## config.mk

```make
export PLATFORM = sky130hd
export DESIGN_NAME = mem_access_unit
export DESIGN_NICKNAME = d
export VERILOG_FILES = /design/src/rtl/mem_if_pkg.sv /design/src/rtl/mem_access_unit.sv
export SDC_FILE = /design/constraint.sdc
export NUM_CORES = 1
export LEC_CHECK = 0
export BUFFER_PORTS_ARGS = -buffer_cell sky130_fd_sc_hd__buf_4
export CAP_MARGIN = 20
export CORE_AREA = 3 3 129 131
export CTS_CLUSTER_DIAMETER = 120
export CTS_CLUSTER_SIZE = 30
export DETAILED_ROUTE_END_ITERATION = 7
export DIE_AREA = 0 0 132 134
export HOLD_SLACK_MARGIN = 0.15
export PLACE_DENSITY_LB_ADDON = 0.05
export SETUP_SLACK_MARGIN = 0.3
export SKIP_CTS_REPAIR_TIMING = 1
export SYNTH_ARGS = -nofsm -noshare
export SYNTH_HDL_FRONTEND = slang
export SYNTH_SLANG_ARGS = --single-unit
```

## constraint.sdc

```tcl
create_clock -name clk -period 9.63 [get_ports clk]
set_input_delay 1.4445 -clock clk [delete_from_list [all_inputs] [get_ports clk]]
set_output_delay 1.4445 -clock clk [all_outputs]
set_load 0.02 [all_outputs]
```

## src/rtl/mem_if_pkg.sv

```systemverilog
// Shared definitions for the memory access unit: FSM encoding, reset
// instruction and default datapath width.
// Imported by mem_access_unit.
package mem_if_pkg;

    localparam int XLEN_DEF = 32;

    // addi x0, x0, 0: IR reset value so the decoder sees a harmless opcode
    localparam logic [31:0] NOP_INSTR = 32'h00000013;

    typedef enum logic [1:0] {
        IDLE = 2'd0,
        WAIT = 2'd1,
        DONE = 2'd2
    } state_t;

endpackage

```

## src/rtl/mem_access_unit.sv

```systemverilog
// Purpose : req/ack front-end between the multicycle controller and the shared
//           I/D memory; owns IR, old-PC and MDR.
// Latency : acc_req to stall release = 2 cycles + bus wait cycles (min 3 edges).
// Backpr. : stall holds the controller in IDLE(with acc_req)/WAIT; drops in DONE.
// Ports   : clk/rst (async, active-high); controller side acc_req, acc_we,
//           adr_src, ir_write, pc, alu_out, wdata -> stall, instr, old_pc, mdr,
//           align_err, bus_err; bus side mem_req/we/addr/wdata, mem_rdata/ack.
// Config  : define MEM_TIMEOUT_EN to enable the WAIT timeout (parameter TIMEOUT)
//           and the bus_err pulse; otherwise WAIT waits indefinitely.
module mem_access_unit
    import mem_if_pkg::*;
#(
    parameter int XLEN = XLEN_DEF
`ifdef MEM_TIMEOUT_EN
    ,
    parameter int TIMEOUT = 16
`endif
) (
    input  logic            clk,
    input  logic            rst,
    input  logic            acc_req,
    input  logic            acc_we,
    input  logic            adr_src,
    input  logic            ir_write,
    input  logic [XLEN-1:0] pc,
    input  logic [XLEN-1:0] alu_out,
    input  logic [XLEN-1:0] wdata,
    output logic            stall,
    output logic [XLEN-1:0] instr,
    output logic [XLEN-1:0] old_pc,
    output logic [XLEN-1:0] mdr,
    output logic            align_err,
    output logic            bus_err,
    output logic            mem_req,
    output logic            mem_we,
    output logic [XLEN-1:0] mem_addr,
    output logic [XLEN-1:0] mem_wdata,
    input  logic [XLEN-1:0] mem_rdata,
    input  logic            mem_ack
);

    state_t          state_q, state_d;
    logic [XLEN-1:0] addr_q, addr_d;
    logic [XLEN-1:0] wdata_q, wdata_d;
    logic [XLEN-1:0] pc_q, pc_d;
    logic [XLEN-1:0] instr_q, instr_d;
    logic [XLEN-1:0] old_pc_q, old_pc_d;
    logic [XLEN-1:0] mdr_q, mdr_d;
    logic            we_q, we_d;
    logic            irw_q, irw_d;
    logic            align_err_q, align_err_d;
    logic            bus_err_q, bus_err_d;
    logic            stall_c;
    logic [XLEN-1:0] req_addr;

`ifdef MEM_TIMEOUT_EN
    localparam int CW = $clog2(TIMEOUT + 1);
    logic [CW-1:0] cnt_q, cnt_d;
`endif

    assign req_addr = adr_src ? alu_out : pc;

    always_comb begin
        state_d     = state_q;
        addr_d      = addr_q;
        wdata_d     = wdata_q;
        pc_d        = pc_q;
        we_d        = we_q;
        irw_d       = irw_q;
        instr_d     = instr_q;
        old_pc_d    = old_pc_q;
        mdr_d       = mdr_q;
        align_err_d = 1'b0;
        bus_err_d   = 1'b0;
        stall_c     = 1'b0;
`ifdef MEM_TIMEOUT_EN
        cnt_d       = cnt_q;
`endif
        case (state_q)
            IDLE: begin
                stall_c = acc_req;
                if (acc_req) begin
                    if (req_addr[1:0] != 2'b00) begin
                        // Misaligned: no bus cycle, bus-side latches keep
                        // their last aligned value.
                        align_err_d = 1'b1;
                        state_d     = DONE;
                    end else begin
                        addr_d  = req_addr;
                        we_d    = acc_we;
                        wdata_d = wdata;
                        irw_d   = ir_write;
                        pc_d    = pc;
                        state_d = WAIT;
`ifdef MEM_TIMEOUT_EN
                        cnt_d   = '0;
`endif
                    end
                end
            end
            WAIT: begin
                stall_c = 1'b1;
                if (mem_ack) begin
                    if (!we_q) begin
                        if (irw_q) begin
                            instr_d  = mem_rdata;
                            old_pc_d = pc_q;
                        end else begin
                            mdr_d = mem_rdata;
                        end
                    end
                    state_d = DONE;
                end
`ifdef MEM_TIMEOUT_EN
                // cnt_q counts completed WAIT cycles; the last allowed one
                // is TIMEOUT-1, so exactly TIMEOUT cycles are spent waiting.
                else if (cnt_q == CW'(TIMEOUT - 1)) begin
                    bus_err_d = 1'b1;
                    state_d   = DONE;
                end else begin
                    cnt_d = cnt_q + 1'b1;
                end
`endif
            end
            DONE: begin
                state_d = IDLE;
            end
            default: begin
                state_d = IDLE;
            end
        endcase
    end

    always_ff @(posedge clk or posedge rst) begin
        if (rst) begin
            state_q     <= IDLE;
            addr_q      <= '0;
            wdata_q     <= '0;
            pc_q        <= '0;
            we_q        <= 1'b0;
            irw_q       <= 1'b0;
            instr_q     <= XLEN'(NOP_INSTR);
            old_pc_q    <= '0;
            mdr_q       <= '0;
            align_err_q <= 1'b0;
            bus_err_q   <= 1'b0;
`ifdef MEM_TIMEOUT_EN
            cnt_q       <= '0;
`endif
        end else begin
            state_q     <= state_d;
            addr_q      <= addr_d;
            wdata_q     <= wdata_d;
            pc_q        <= pc_d;
            we_q        <= we_d;
            irw_q       <= irw_d;
            instr_q     <= instr_d;
            old_pc_q    <= old_pc_d;
            mdr_q       <= mdr_d;
            align_err_q <= align_err_d;
            bus_err_q   <= bus_err_d;
`ifdef MEM_TIMEOUT_EN
            cnt_q       <= cnt_d;
`endif
        end
    end

    // Decoded from state so an async reset drops the request immediately.
    assign mem_req   = (state_q == WAIT);
    assign mem_we    = mem_req & we_q;
    assign mem_addr  = addr_q;
    assign mem_wdata = wdata_q;
    assign stall     = stall_c;
    assign instr     = instr_q;
    assign old_pc    = old_pc_q;
    assign mdr       = mdr_q;
    assign align_err = align_err_q;
    assign bus_err   = bus_err_q;

endmodule

```

==> flow_summary.ini <==
[setup_path]
worstPathRequired_ns = 9.93
rr_startpoint = state_q[0]
crit_arrival_ns = 4.13
cp_top_family = buffers and inverters
critPathMaxStageDelay_ns = 0.86
slowest_stage = buf_4
reg2reg_to = mem_addr[5]
endpoint_kind = register
reg2reg_slack_ns = 7.27
path_cells = buf_4 > nor3_1 > o211ai_4 > buf_4 > mux2_2
cpMostUsedCell = buf_4
crit_path_start_kind = input port
path_class = in -> reg
r2r_cells = 4
critPathMaxFanout = 72
crit_buf_inv = 2

[floorplan]
start_util_pct = 49.2
io_pins = 300
rows = 46
dieArea_sq_um = 17700
fp.dieH_um = 134
fp.coreArea_sq_um = 15700
die_w_um = 132

[cells_and_area]
final_cells = 988
nets = 895
area_growth_pct = 38.9
drive_above_1_share_pct = 72.6

[clock_tree]
root_buffer = clkbuf_16
clockBufferDepth = 2
cts_inserted_buffers = 17
clk_pin_slew_worst_paths_ns = 0.06
clock_sinks = 197
insertion_delay_ns = 0.42
htreeDepth = 4
tritoncts = yes

[yosys]
synth_cell_types = 25
async_reset_ff_share_pct = 100
synth_enable_flop_cells = 0
synth_nets = 599
synth_ff_type = dfrtp_1
yosysWarnings = 0
yosysSeqAreaShare_pct = 63.8
yosysTopAreaCell = dfrtp_1
syn_area_per_cell_sq_um = 16.7
ys_seq_elements = 197
netlist_instances = 464
synthTopCellsByArea = dfrtp_1 63%, mux2_2 31%, mux2_4 1.4%, buf_2 1.0%, dfstp_2 1.0%
synth.top_cell.area_share_pct = 62.8
synth_area_sq_um = 7730

[power]
p_comb_share_pct = 38.1
p_switching_mw = 1.09
swShare_pct = 32.9
peakVddDrop_v = 0.000160
seqPwrFrac_pct = 40.3
leakagePower_nw = 5.35
clkPwrFrac_pct = 21.6
intPower_mw = 2.21
power-per-cell-area_nw_per_um2 = 307

[sta]
post-route-period-util_pct = 39.8
maxSlewViolCount = 0
finalHoldViolCount = 0
finalSetupViolCount = 0
finalClockSkew_ns = 0.00890
worst_pin_slew_ns = 0.978
rsz0062_at_grt = false
tns_ns = 0
relSlewSlack_pct = 34.8
period_needed_ns = 3.83
fmax_mhz = 261

[place]
place_inst = 957
place.gp.congestion = 0.746
io_buffers = 298
dp_hpwl_mm = 13.0

[outcome]
status = finished, final reports clean

[detailed_routing]
vias_per_cell = 4.93
drc = 0
dr.pass1.iters = 4
post_drt_wl_per_cell_um = 18.1
drt-initial-drc-count = 221
drt-total-wl_mm = 17.9
ant_nets = 0
vias = 4872

[global_routing]
grt_pass1_vias = 5337
grt_overflow = 0
grt_pass1_wl_mm = 28.6
grt_max_degree = 122
antenna_found_initial = 1
grt_util_all_layers_pct = 20.5

[worst_hold_path]
hold_depth = 1
hold_path_end = old_pc[31]
hp-start = pc_q[31]
min_path_type = reg -> reg

[flow_run]
maxCapViolCount = 0
==> cell families after synthesis <==
| group | after synthesis | synth area share, % |
|---|---|---|
| other | 1 | 0.0485 |
| and+or+nand+nor | 14 | 1.31 |
| buffers and inverters | 27 | 1.88 |
| muxes | 222 | 32.7 |
| DFF | 197 | 63.8 |
| AOI/OAI and AO/OA | 3 | 0.291 |
==> worst register-to-register path, delay by kind of cell (launching register included) <==
kind                   cells  cell delay (ns)
buffers and inverters      1             0.87
muxes                      1             0.50
DFF                        1             0.40
AOI/OAI and AO/OA          1             0.37
and+or+nand+nor            1             0.10
==> through the flow <==
stage	area, sq um	hold WS (ns)	utilization [%]	worst slack (ns)	total power, mW
2_1_floorplan	7730	0.459	-	2.82	2.00
3_3_place_gp	10100	0.475	64.6	5.40	2.57
3_5_place_dp	10100	0.490	64.6	5.31	2.62
4_1_cts	10700	0.501	68.3	5.75	3.33
5_1_grt	10700	0.514	68.4	5.58	3.47
6_report	10700	0.502	68.4	5.80	3.29
==> Yosys cell counts, drive strengths merged (2+ instances only) <==
library cell,count
and2,3
buf,21
clkbuf,4
dfrtp,194
dfstp,3
inv,2
mux2,222
nor2,3
==> final cells by class <==
| cell class | instances | area (sq um) |
|---|---|---|
| multi-input combinational | 240 | 2660 |
| clock buffer | 21 | 460 |
| sequential | 197 | 4930 |
| fill | 1154 | 4970 |
| inverter | 2 | 15.0 |
| tap | 216 | 270 |
| antenna | 1 | 2.50 |
| clock inverter | 9 | 129 |
| timing repair buffer | 302 | 2270 |
==> flip-flops by register name, summed over array words and instances, names as in the netlist <==
name       flops
align_err      1
instr         32
irw_q          1
mdr           32
mem_addr      32
mem_wdata     32
old_pc        32
pc_q          32
state_q        2
we_q           1
==> power groups by stage <==
stage	Sequential (mW)	Combinational (mW)	Clock, mW
2_1_floorplan	1.66	0.336	0
3_3_place_gp	1.32	1.25	0
3_5_place_dp	1.34	1.28	0
4_1_cts	1.33	1.28	0.728
5_1_grt	1.37	1.33	0.765
6_report	1.33	1.26	0.712
==> routing by layer <==
layer / share of wire, % / up-vias / track usage (%)
li1: - / 2242 / -
met1: 39 / 2413 / 24.4
met2: 50 / 185 / 34.3
met3: 8.0 / 32 / 7.35
met4: 2.9 / 0 / 8.34
met5: 0 / - / 0
==> worst max path at each step <==
stage / cells past startpoint / slack [ns] / endpoint / from
after floorplan: 1 / 2.82 / align_err / rst
after global placement: 5 / 5.40 / pc_q[19] / adr_src
after detailed placement: 5 / 5.31 / mem_addr[17] / adr_src
after CTS: 5 / 5.75 / mem_addr[8] / adr_src
after global routing: 5 / 5.58 / mem_wdata[30] / adr_src
final: 5 / 5.80 / mem_addr[5] / adr_src
==> cell usage in the layout (no fill, tap or decap), drive strengths merged <==
cell	instances
diode	1
buf	302
nor2	3
a21oi	1
nor4bb	1
nor3	1
mux2	222
o21ai	1
clkinvlp	2
nand2	1
dfrtp	194
nand4b	1
conb	1
dfstp	3
and2	3
inv	2
or4b	1
and4bb	1
nor2b	1
nor3b	1
o211ai	1
clkinv	4
bufinv	3
clkbuf	21
(Power assumes the default switching activity.)
